### src/rtl/booth_sequencer.sv
// Radix-4 Booth multiply sequencer: folds ITERATIONS partial products from the
// operand datapath into a 130-bit accumulator, two multiplier bits per step.
module booth_sequencer #(
    parameter int ITERATIONS = 32
) (
    input  logic                clk,
    input  logic                reset,
    input  logic                start,
    input  logic [127:0]        shiftedMultiplicand,
    output logic [1:0]          op,
    output logic                busy,
    output logic                done,
    output logic signed [127:0] product
);
    localparam int CNT_W = (ITERATIONS > 1) ? $clog2(ITERATIONS) : 1;
    localparam logic [CNT_W-1:0] LAST_STEP = CNT_W'(ITERATIONS - 1);

    typedef enum logic [1:0] {
        IDLE        = 2'b00,
        CALCULATING = 2'b01,
        DONE        = 2'b10
    } state_t;

    state_t              state;
    logic [CNT_W-1:0]    stepCount;
    logic signed [129:0] acc;

    // Add the partial product two bits above the LSB, then retire two bits
    // with an arithmetic shift so the running sum keeps its sign.
    function automatic logic signed [129:0] boothStep(
        input logic signed [129:0] accIn,
        input logic [127:0]        partial
    );
        logic signed [129:0] ext;
        logic signed [129:0] sum;
        ext = {{2{partial[127]}}, partial};
        sum = accIn + (ext <<< 2);
        return sum >>> 2;
    endfunction

    always_ff @(posedge clk) begin
        if (reset) begin
            state     <= IDLE;
            stepCount <= '0;
            acc       <= '0;
            busy      <= 1'b0;
            done      <= 1'b0;
        end else begin
            case (state)
                IDLE: begin
                    done <= 1'b0;
                    if (start) begin
                        state     <= CALCULATING;
                        stepCount <= '0;
                        acc       <= '0;
                        busy      <= 1'b1;
                    end
                end
                CALCULATING: begin
                    acc       <= boothStep(acc, shiftedMultiplicand);
                    stepCount <= stepCount + 1'b1;
                    if (stepCount == LAST_STEP) begin
                        state <= DONE;
                        busy  <= 1'b0;
                        done  <= 1'b1;
                    end
                end
                DONE: begin
                    state <= IDLE;
                    done  <= 1'b0;
                end
                default: begin
                    state <= IDLE;
                    busy  <= 1'b0;
                    done  <= 1'b0;
                end
            endcase
        end
    end

    // The unused encoding reads back as IDLE so the datapath never sees it.
    always_comb begin
        case (state)
            CALCULATING: op = 2'b01;
            DONE:        op = 2'b10;
            default:     op = 2'b00;
        endcase
    end

    assign product = acc[127:0];

endmodule

### config.mk
export PLATFORM = sky130hd
export DESIGN_NAME = booth_sequencer
export DESIGN_NICKNAME = d
export VERILOG_FILES = /design/src/rtl/booth_sequencer.sv
export SDC_FILE = /design/constraint.sdc
export NUM_CORES = 1
export LEC_CHECK = 0
export CAP_MARGIN = 10
export CORE_UTILIZATION = 45
export DETAILED_ROUTE_END_ITERATION = 16
export PLACE_DENSITY = 0.71
export SLEW_MARGIN = 0
export SYNTH_ARGS = -nofsm -noshare
export SYNTH_HDL_FRONTEND = slang
export SYNTH_SLANG_ARGS = --single-unit
### constraint.sdc
create_clock -name clk -period 9.5 [get_ports clk]
set_input_delay 1.9 -clock clk [delete_from_list [all_inputs] [get_ports clk]]
set_output_delay 1.9 -clock clk [all_outputs]
set_load 0.05 [all_outputs]
Word level (Yosys, flattened, before mapping)
Index checks and enable logic that the tools add are counted.
{"block": "totals", "register_bits": 139, "in_bits": 131, "out_inout_bits": 132, "elab_cells": 31}
{"block": "classes", "addsub": 2, "eq_ne": 5, "n_mux": 11, "bitwise": 2, "reduce_logical": 6}
{"operator": "$pmux 130 s2", "count": 1}
{"operator": "$add 130x130->130", "count": 1}
{"operator": "$mux 130", "count": 1}
{"operator": "$pmux 5 s2", "count": 1}
{"operator": "$pmux 2 s2", "count": 2}
{"operator": "$add 5x1->5 const B", "count": 1}
{"operator": "$eq 5x5->1 const B", "count": 1}
{"operator": "$mux 5", "count": 1}
{"operator": "$mux 2", "count": 2}
{"operator": "$ne 2x2->1 const B", "count": 2}
{"operator": "$reduce_and 2->1", "count": 2}
{"operator": "$pmux 1 s3", "count": 1}
{"operator": "$reduce_and 3->1", "count": 1}
{"operator": "$eq 2x1->1 const B", "count": 1}
{"operator": "$eq 2x2->1 const B", "count": 1}
{"operator": "$logic_not 2->1", "count": 1}
{"operator": "$mux 1", "count": 2}
{"operator": "$not 1->1", "count": 2}
{"operator": "$reduce_bool 2->1", "count": 1}
{"operator": "$reduce_or 2->1", "count": 1}

Depth between registers and ports, before layout
{"block": "logic_depth", "ltp_word": 3, "depth_mapped": 15, "ltp_nobuf": 15}

Least setup slack after synthesis
No wires, ideal clock.
{"block": "synth_path", "kind": "input to register", "start": "in shiftedMultiplicand[0]", "end": "reg acc[124]", "setup_ns": 0.120, "t_arrival_ns": 5.014, "required_ns": 9.380, "path_slack_ns": 4.366, "path_stages": 15, "path_buffers": 0, "cell_sequence": "ha_1 > inv_1 > fa_1 > nand2b_1 > a21oi_1 > o311ai_1 > a31oi_4 > o21ai_2 > a211oi_4 > o211ai_2 > a2111oi_4 > o2111ai_2 > a311o_1 > and4_1 > a211o_1"}
{"block": "synth_between", "elab_chain_len": 2}
{"item": "start: declaration", "line_no": "9", "source": "input logic [127:0] shiftedMultiplicand,"}
{"item": "$add 130x130->130", "line_no": "37", "source": "sum = accIn + (ext <<< 2);"}
{"item": "$pmux 130 s2", "line_no": "49", "source": "case (state)"}
{"item": "end signal: assignment", "line_no": "60", "source": "acc <= boothStep(acc, shiftedMultiplicand);"}
{"item": "end: declaration", "line_no": "26", "source": "logic signed [129:0] acc;"}
Every way passes these cells.
A chain may end at the register's enable or synchronous reset.

Worst setup path in the final report
{"block": "layout_path", "start": "in shiftedMultiplicand[7]", "end": "reg acc[125]"}
Same word-level chain as after synthesis.

==> implementation parameters <==
Parameter                              Value

STA
  Unrepaired setup endpoints after global routing    false
  Count of final setup violators    0
  Time the worst path needs with I/O delays and setup    6131 ps
  Final slew viol count    0
  Relative slew slack    0.2674
  Transition time at the pin with the least slew margin    1099 ps
  Crit path setup slack, layout    3369 ps
  Final setup TNS    0 ps
  Period Utilization, post-route    0.6454
  Maximum achievable frequency    163.1 MHz
  Clock skew after layout    20.19 ps
  Total count of hold-check failures in the final report    0

Die
  Initial core utilization    0.4562
  Die footprint    27,910 sq um
  Height of the chip    167.1 microns
  Total I/O pin count    263
  Horizontal die dimension    167.1 microns
  Area of the core    26,880 sq um
  Placement Rows    60

Placement
  Count of buffers inserted at the top-level ports    262
  DP HPWL    31,870 microns
  Cell area reported after detailed placement    15,020 sq um
  Worst slack at placement    3050 ps
  Placer congestion estimate    0.9525

Pwr
  Leakage    6.399 nW
  Worst voltage drop across the vdd grid    0.08609 mV
  Power per cell area    143.8 nW/um^2

Synth
  Warning count from the yosys run    0
  Average instance area after synthesis    7.298 sq um
  Distinct cell type count of the synthesized netlist    68
  Count of state elements after synthesis    137
  Post-synthesis sequential area ratio    0.2237
  Number of nets in the synthesized netlist    1,941
  Asr flop ratio synth    0
  Most used flip-flop cell after synthesis    sky130_fd_sc_hd__dfxtp_1
  Post-Syn Instances    1,680
  Number of synthesized flops with an enable pin    0
  Post-synth design cell area    12,260 sq um

Clock tree
  Clock net sink count    137
  Cell chosen for the clock root    sky130_fd_sc_hd__clkbuf_16
  Number of buffers added to fix hold violations after cts    0
  Worst-Skew Late Latency    440 ps
  CTS tree    done
  H-tree levels    4
  Clock Path Buffers    2
  Worst-path clk slew    70 ps
  Buffers inserted during post-CTS setup optimization    0
  Post-cts resize count    0
  TritonCTS buffer count    17

Drt
  Detailed Routing Iterations Pass 1    5
  Starting DRC count in detailed routing    988
  Per-cell via count in the routed design    5.970
  Via Count    13,310
  Total length of routed wires    41,290 microns
  Remaining DRCs    0
  Wire per inst    18.52 microns
  Routed Antenna Nets    0

Critical path
  Data arrival time of the critical path    6400 ps
  Largest stage delay on the critical path    670 ps
  Req. time, crit path    9770 ps
  Peak fanout along the critical path    6
  Cells along the critical path    clkdlybuf4s50_1 > ha_1 > nand2_1 > a2111oi_1 > o21ai_0 > a21oi_1 > nor4b_1 > o21ai_1 > a31oi_1 > o21ai_1 > a221oi_1 > o31ai_1 > xnor2_1 > o21ai_0
  Sort of element at the end of the critical path    flop
  Worst Setup Start Kind    input pin
  Critical Path Slowest Stage Cell    sky130_fd_sc_hd__a2111oi_1
  Critical Setup Path Class    in2reg

GRT
  Wire length of the first global-routing pass    65,220 microns
  Global-route total usage across every layer    0.2893
  Total global routing overflow    0
  Vias in the first global route    12,470
  Number of antenna violations at the first check in global routing    2
  Largest net degree at the start of global routing    80

Layout
  Post-route standard cell area excluding fillers    15,620 sq um
  Area delta synth->final    27.40%
  Share of the core filled with cells    0.5812
  Most frequent cells in the layout    sky130_fd_sc_hd__clkdlybuf4s50_1, sky130_fd_sc_hd__a21oi_1, sky130_fd_sc_hd__nand2_1, sky130_fd_sc_hd__nor2_1
  Most common cell after layout, fill and taps aside    sky130_fd_sc_hd__clkdlybuf4s50_1
  Layout cell share with drive strength beyond 1    0.02756
  Final Net Count    2,136

Job
  Max Cap Viol    0

Hold path
  Class of the tightest hold or removal check    reg2reg

Status
  Status    finished clean
==> sequential cells by signal, summed over array words and instances (netlist names) <==
register   flops
acc          128
stepCount      5
state          2
busy           1
done           1
==> final timing paths <==
check | startpoint | to | slack (ps) | depth (start not counted)
setup reg to reg | acc[10]$_SDFFE_PP0P_ | acc[125]$_SDFFE_PP0P_ | 4890 | 13
hold reg to reg | acc[114]$_SDFFE_PP0P_ | acc[114]$_SDFFE_PP0P_ | 480 | 2
setup / recovery | shiftedMultiplicand[7] | acc[125]$_SDFFE_PP0P_ | 3370 | 14
hold / removal | acc[114]$_SDFFE_PP0P_ | acc[114]$_SDFFE_PP0P_ | 480 | 2
==> critical path, delay by kind of cell <==
kind                       cells  cell delay [ps]
adders and majority gates      1              400
xor gates and xnor gates       1              140
buffers and inverters          1              420
and+or+nand+nor                2              260
AOI/OAI and AO/OA              9             3270
==> Yosys cell counts (7+ instances only) <==
library cell | instances | share of area
sky130_fd_sc_hd__a21oi_1 | 201 | 0.082
sky130_fd_sc_hd__nand2_1 | 194 | 0.059
sky130_fd_sc_hd__nor2_1 | 169 | 0.052
sky130_fd_sc_hd__dfxtp_1 | 137 | 0.22
sky130_fd_sc_hd__o21ai_0 | 137 | 0.056
sky130_fd_sc_hd__ha_1 | 129 | 0.13
sky130_fd_sc_hd__clkbuf_1 | 87 | 0.027
sky130_fd_sc_hd__xnor2_1 | 72 | 0.051
sky130_fd_sc_hd__a22oi_1 | 69 | 0.042
sky130_fd_sc_hd__nand4_1 | 56 | 0.029
sky130_fd_sc_hd__inv_1 | 50 | 0.015
sky130_fd_sc_hd__a21o_1 | 49 | 0.030
sky130_fd_sc_hd__xor2_1 | 45 | 0.032
sky130_fd_sc_hd__o21bai_1 | 43 | 0.026
sky130_fd_sc_hd__nor3_1 | 21 | 0.0086
sky130_fd_sc_hd__nand3_1 | 20 | 0.0082
sky130_fd_sc_hd__o21a_1 | 20 | 0.012
sky130_fd_sc_hd__nand2b_1 | 12 | 0.0061
sky130_fd_sc_hd__o21ai_1 | 11 | 0.0045
sky130_fd_sc_hd__a31oi_1 | 10 | 0.0051
sky130_fd_sc_hd__o31ai_1 | 10 | 0.0061
sky130_fd_sc_hd__a211oi_1 | 9 | 0.0055
sky130_fd_sc_hd__a21boi_0 | 9 | 0.0055
sky130_fd_sc_hd__o211ai_1 | 9 | 0.0055
sky130_fd_sc_hd__nor2b_1 | 8 | 0.0041
sky130_fd_sc_hd__or3_1 | 8 | 0.0041
sky130_fd_sc_hd__and3_1 | 7 | 0.0036
==> where the power goes <==
part / switching (mW) / internal, mW / total, mW
registers: 0.0379 / 0.615 / 0.653
logic: 0.554 / 0.336 / 0.890
clock network: 0.288 / 0.415 / 0.703
==> kinds of logic after synthesis <==
kind of cell / share of synthesized area
buffers and inverters: 0.04378
adders and majority gates: 0.1333
xor gates and xnor gates: 0.08358
AOI/OAI and AO/OA: 0.3214
DFF: 0.2237
and+or+nand+nor: 0.1943
==> metal layers <==
metal	vias up	share of wire	track usage
met2	490	0.45	0.4641
li1	6529	-	-
met1	6217	0.47	0.3928
met3	76	0.058	0.04539
met4	0	0.026	0.09783
met5	-	0	0
==> final cells by class <==
type,count,area (sq um)
fillers,2574,11260
multi-input cells,1401,9000
flip-flops and latches,137,2743
repair buffers,267,2655
clock buffers,18,429.2
well taps,341,426.7
inverters,51,191.4
clock inverters,13,170.2
diodes,2,5.005
==> stage by stage <==
stage | power, mW | cells | hold slack [ps]
after floorplan | 1.266 | 1680 | 465.2
after global placement | 1.539 | 2197 | 466.5
after detailed placement | 1.541 | 2197 | 474.1
after CTS | 2.248 | 2228 | 487.7
after global routing | 2.358 | 2230 | 502.9
final | 2.247 | 2230 | 482.5
Note: power is estimated with default switching activity, not from simulation.
==> variant 1 (same settings) <==
Encoding of `state_t`: now one-hot (3 bits for 3 states).
--- a/src/rtl/booth_sequencer.sv
+++ b/src/rtl/booth_sequencer.sv
@@ -15,10 +15,10 @@
     localparam int CNT_W = (ITERATIONS > 1) ? $clog2(ITERATIONS) : 1;
     localparam logic [CNT_W-1:0] LAST_STEP = CNT_W'(ITERATIONS - 1);
 
-    typedef enum logic [1:0] {
-        IDLE        = 2'b00,
-        CALCULATING = 2'b01,
-        DONE        = 2'b10
+    typedef enum logic [2:0] {
+        IDLE        = 3'b001,
+        CALCULATING = 3'b010,
+        DONE        = 3'b100
     } state_t;
 
     state_t              state;
Check against the original RTL: no difference found for any inputs over 4 cycles, from zero or initial values and one cycle with reset high; so few cycles prove little.
==> variant 1 against the unedited design <==
  * Worst hold slack lost 11 ps
  * Sequential cell count grew 1
  * Cell count grew 5.6%
  * Setup slack gained 300 ps
  * Critical endpoint is now acc[120]
  * Utilization shrank 0.10 points
  * Cell area grew 4.3%
  * Die area grew 5.8%
  * Area after synthesis grew 5.9%
  * Routed wire length grew 13%
Power is not compared: it rests on default switching activity, and its combinational part moved more than twofold at a synthesized area within 25%.
==> variant 1: results (changes against the unedited design) <==
- Fin nets: 2,224 (+4.1%)
- GRT Total Usage: 0.3117 (+0.02240)
- Ant diodes: 0 (-2)
- Net switching power: 0.0005571 W
- Leakage: 6.438 nW
- Slew margin rel.: 0.1950 (-0.07239)
- Number of I/O port buffers: 262 (unchanged)
- Pin count of the biggest net entering global routing: 65 (-19%)
- Worst r2r src: acc[7]
- Worst Clk Skew: 17.18 ps (-3.003 ps)
- Critical path origin: shiftedMultiplicand[5]
- Critical path peak fanout: 5 (-1)
- Ys flop type: dfxtp_1
- Setup bufs post-CTS: 0 (unchanged)
- Clk buf depth: 2 (unchanged)
- Total number of yosys warnings: 0 (unchanged)
- Share of layout cells above drive strength 1: 0.03593 (+0.008374)
- Clock Tree Root: clkbuf_16
- FF-to-FF setup slack: 5230 ps (+340 ps)
- Critical path destination: acc[120]
- R2R cell count: 12 (-1)
- Distinct cells, synth: 78 (+15%)
- DR vias/cell: 6.078 (+1.8%)
- Worst min-delay path category: flip-flop to flip-flop
- H-tree levels: 4 (unchanged)
- Syn nets: 2,051 (+5.7%)
- Vias in the first global route: 13.72k (+10%)
- Post-synthesis sequential area ratio: 0.2128 (-0.01092)
- Largest regs: acc x128, stepCount x5, state x3
- First-pass GRT wire length: 72,540 microns (+11%)
- Clock-pin slew on the worst setup and hold paths: 70 ps (about the same)
- DRT Pass-1 Iters: 6 (+1)
- Commonest cells in the netlist: nand2_1, a21oi_1, nor2_1, o21ai_0, dfxtp_1
- Routed wire length: 46,860 microns (+13%)
- Result of the run: finished clean
- Skew-Pair Late Insertion Delay: 440 ps (about the same)
- Top post-synthesis cells by area: dfxtp_1, ha_1, a21oi_1
- Post-cts resize count: 0 (unchanged)
- CTS Buf Count: 17 (unchanged)
- Worst IR Drop VDD: 0.1113 mV
- DP HPWL: 36,950 microns (+16%)
- CP arrival: 6140 ps (-260 ps)
- Initial drt markers: 1,188 (+20%)
- Initial antenna violation count: 1 (-1)
- Post-synth ARST share: 0 (unchanged)
- Gpl congestion: 0.9892 (+3.9%)
[variant 1: cell count changes in the layout (fill, tap and decap cells not counted), sizes merged, moves of 6 or more]
cell / delta
a31oi: +7
nor4: +9
nand4: +7
inv: -10
xor2: +6
o21a: +6
o21ai: +16
nor3: +9
nand2: +20
a211oi: +6
a22oi: -17
xnor2: -6
[variant 1: how the worst min path moves through the flow]
stage            startpoint            to  slack (ps)  depth (start not counted)
3_5_place_dp       acc[107]      acc[107]         460                          2
2_1_floorplan  stepCount[3]  stepCount[3]         440                          1
5_1_grt        stepCount[3]  stepCount[3]         500                          1
6_report           acc[107]      acc[107]         470                          2
3_3_place_gp        acc[87]       acc[87]         460                          2
4_1_cts            acc[107]      acc[107]         470                          2
[variant 1: stage by stage]
step	worst slack, ps	std cells	hold WS, ps
2_1_floorplan	4575	1790	439.5
3_3_place_gp	3360	2322	456.1
3_5_place_dp	3266	2322	462.2
4_1_cts	3703	2354	473.2
5_1_grt	3298	2354	495.4
6_report	3668	2354	471.1
[variant 1: logic make-up (layout without fill, tap and decap cells)]
| kind of cell | count (synthesis) | after routing | share of synthesized area |
|---|---|---|---|
| AO/OA/AOI/OAI | 664 | 664 | 0.3281 |
| AND/OR/NAND/NOR | 581 | 581 | 0.2040 |
| buffers and inverters | 156 | 342 | 0.04722 |
| flip-flops | 138 | 138 | 0.2128 |
| adder cells (fa/ha/maj) | 130 | 130 | 0.1259 |
| XOR/XNOR | 117 | 117 | 0.07892 |
| multiplexers | 4 | 4 | 0.003084 |
[variant 1: power by group through the flow]
| stage | clock [W] | combinational, W | sequential, W |
|---|---|---|---|
| finish | 0.000746 | 0.000395 | 0.000600 |
| detailed placement | 0 | 0.000388 | 0.000613 |
| global route | 0.000773 | 0.000425 | 0.000601 |
| floorplan | 0 | 0.000216 | 0.000641 |
| CTS | 0.000750 | 0.000390 | 0.000600 |
| global placement | 0 | 0.000387 | 0.000613 |
[variant 1: final cells by class]
cell class	instances	area (sq um)
Inverter	43	161.4
Sequential cell	138	2763
Clock buffer	19	432.9
Fill cell	2717	11790
Multi-Input combinational cell	1496	9619
Clock inverter	13	191.4
Timing Repair Buffer	267	2655
Tap cell	378	473.0
[variant 1: critical path: stages]
cell             delay, ps
clkdlybuf4s50_1        420
ha_1                   370
and2_1                 170
a221oi_1               450
a21oi_1                170
o21ai_1                410
a21oi_1                150
nor3_1                 870
o21ai_0                380
a211oi_1               480
o21bai_1               130
xnor2_1                150
o21ai_0                 80
[variant 1: metal layers]
metal | track usage | share of wire | up-vias
met5 | 0 | 0.00032 | -
met4 | 0.1139 | 0.029 | 2
met3 | 0.04463 | 0.069 | 87
met2 | 0.5108 | 0.45 | 607
met1 | 0.4143 | 0.45 | 6703
li1 | - | - | 6909
==> variant 2 (config.mk and constraints unchanged) <==
Made on the original files. The parameter `ITERATIONS` goes from 32 to 64.
--- a/src/rtl/booth_sequencer.sv
+++ b/src/rtl/booth_sequencer.sv
@@ -1,7 +1,7 @@
 // Radix-4 Booth multiply sequencer: folds ITERATIONS partial products from the
 // operand datapath into a 130-bit accumulator, two multiplier bits per step.
 module booth_sequencer #(
-    parameter int ITERATIONS = 32
+    parameter int ITERATIONS = 64
 ) (
     input  logic                clk,
     input  logic                reset,
Formal check against the unedited RTL: same outputs for any inputs over 4 cycles, from zero or initial values and one cycle with reset high; that may be too few to reach the edited logic, so the function may still have changed.
==> variant 2 against the unedited design <==
  * Cell count up 4.7%
  * Cell area rose by 2.7%
  * Critical path type unchanged
  * Clock skew shrank 3.7 ps
  * Count of clock-buffer cells in the layout fell by 1
  * Combinational power up 13%
  * Non-clock buffer count increased by 2
  * Setup slack lost 83 ps
  * Sequential cell count is 1 higher
  * Maximum frequency fell by 1.3%
  * Area after synthesis grew 3.2%
  * Worst hold slack worse by 15 ps
  * Routed wire length is 6.1% higher
  * Total power increased by 7.9%
==> variant 2: results (changes against the unedited design) <==
- Result of the run: finished clean
- Worst Clk Skew: 16.47 ps (-3.718 ps)
- CP arrival: 6500 ps (+100 ps)
- Post-synthesis sequential area ratio: 0.2184 (-0.005255)
- Syn nets: 2,018 (+4.0%)
- Vias in the first global route: 13.31k (+6.7%)
- Number of I/O port buffers: 262 (unchanged)
- Leakage: 6.638 nW (+3.7%)
- Fin nets: 2,201 (+3.0%)
- Clock-pin slew on the worst setup and hold paths: 70 ps (about the same)
- Place WS: 2960 ps (-90.12 ps)
- Worst min-delay path category: flip-flop to flip-flop
- Share of layout cells above drive strength 1: 0.03122 (+0.003661)
- CTS Buf Count: 17 (unchanged)
- Worst IR Drop VDD: 0.08555 mV (-0.62%)
- FILL cells: 2,613 (+1.5%)
- Initial antenna violation count: 3 (+1)
- Ys flop type: dfxtp_1
- Clock Tree Root: clkbuf_16
- Distinct cells, synth: 71 (+4.4%)
- Instance area after placement: 15,400 sq um (+2.6%)
- Worst path top cell family by delay: compound AO/OA/AOI/OAI gates
- DP HPWL: 33,750 microns (+5.9%)
- Routed vias: 13.83k (+3.9%)
- Setup bufs post-CTS: 0 (unchanged)
- Critical path peak fanout: 4 (-2)
- Post-synth ARST share: 0 (unchanged)
- Slew margin rel.: 0.3847 (+0.1173)
- First-pass GRT wire length: 68,860 microns (+5.6%)
- Wirelength per Cell: 18.76 microns (+1.3%)
- Total number of yosys warnings: 0 (unchanged)
- Max incr delay on CP: 740 ps (+70 ps)
- Slowest cell on crit path: o41ai_2
- H-tree levels: 4 (unchanged)
- Initial drt markers: 1,003 (+1.5%)
- Largest regs: acc x128, stepCount x6, state x2
- Clk buf depth: 2 (unchanged)
- Gpl congestion: 0.9218 (-3.2%)
- GRT Total Usage: 0.2984 (+0.009033)
- Commonest cells in the netlist: a21oi_1, nand2_1, nor2_1, dfxtp_1, ha_1
- Top post-synthesis cells by area: dfxtp_1, ha_1, a21oi_1
- Pin count of the biggest net entering global routing: 68 (-15%)
- Post-cts resize count: 0 (unchanged)
- Skew-Pair Late Insertion Delay: 430 ps
- DRT Pass-1 Iters: 6 (+1)
-- variant 2: changes by cell type in the layout (fill, tap and decap cells not counted), sizes merged, moves of 6 or more --
cell,unedited run,this run
nor3,21,15
o211ai,10,4
a22oi,69,53
a31oi,11,18
o21bai,43,32
a21oi,201,213
a21o,49,69
o21ai,149,174
nor2,169,179
inv,54,61
-- variant 2: through the flow --
stage | util | instances | total power (W)
6_report | 0.5793 | 2334 | 0.002425
4_1_cts | 0.5791 | 2332 | 0.002421
3_5_place_dp | 0.5560 | 2300 | 0.001671
5_1_grt | 0.5791 | 2332 | 0.002540
2_1_floorplan | - | 1758 | 0.001364
3_3_place_gp | 0.5560 | 2300 | 0.001668
-- variant 2: worst paths after layout --
check | end | slack, ps | depth (start not counted) | start
setup / recovery | acc[124] | 3290 | 16 | shiftedMultiplicand[0]
hold / removal | acc[85] | 470 | 2 | acc[85]
setup reg to reg | acc[124] | 4830 | 15 | acc[2]
hold reg to reg | acc[85] | 470 | 2 | acc[85]
-- variant 2: cell type report --
| type | instances | area share |
|---|---|---|
| Sequential cell | 138 | 0.1721 |
| Clock buffer | 17 | 0.02651 |
| Multi-Input combinational cell | 1459 | 0.5788 |
| Antenna cell | 2 | 0.0003118 |
| Inverter | 56 | 0.01310 |
| Tap cell | 378 | 0.02947 |
| Timing Repair Buffer | 269 | 0.1664 |
| Clock inverter | 15 | 0.01333 |
-- variant 2: report_power, final --
group,total (W),internal [W],switching (W)
registers,0.000667,0.000624,0.0000425
clock network,0.000749,0.000447,0.000302
logic,0.00101,0.000377,0.000633
total,0.00242,0.00145,0.000977
-- variant 2: metal layers --
metal / global-route usage / wire [microns] / vias up
met3: 0.05877 / 3292 / 70
met1: 0.3880 / 19360 / 6471
met2: 0.4984 / 20170 / 523
met5: 0 / 12 / -
li1: - / - / 6759
met4: 0.08265 / 949 / 2
-- variant 2: tightest hold or removal path, delay by kind of cell (launching register included) --
family,cells,cell delay [ps]
flip-flops,1,330
AND/OR/NAND/NOR,1,50
AO/OA/AOI/OAI,1,50
-- variant 2: logic make-up after synthesis --
| group | synth area share |
|---|---|
| simple gates | 0.1958 |
| flops | 0.2184 |
| mux | 0.002473 |
| compound gates | 0.3246 |
| buf+inv | 0.04877 |
| fa+ha+maj | 0.1282 |
| xor+xnor | 0.08172 |
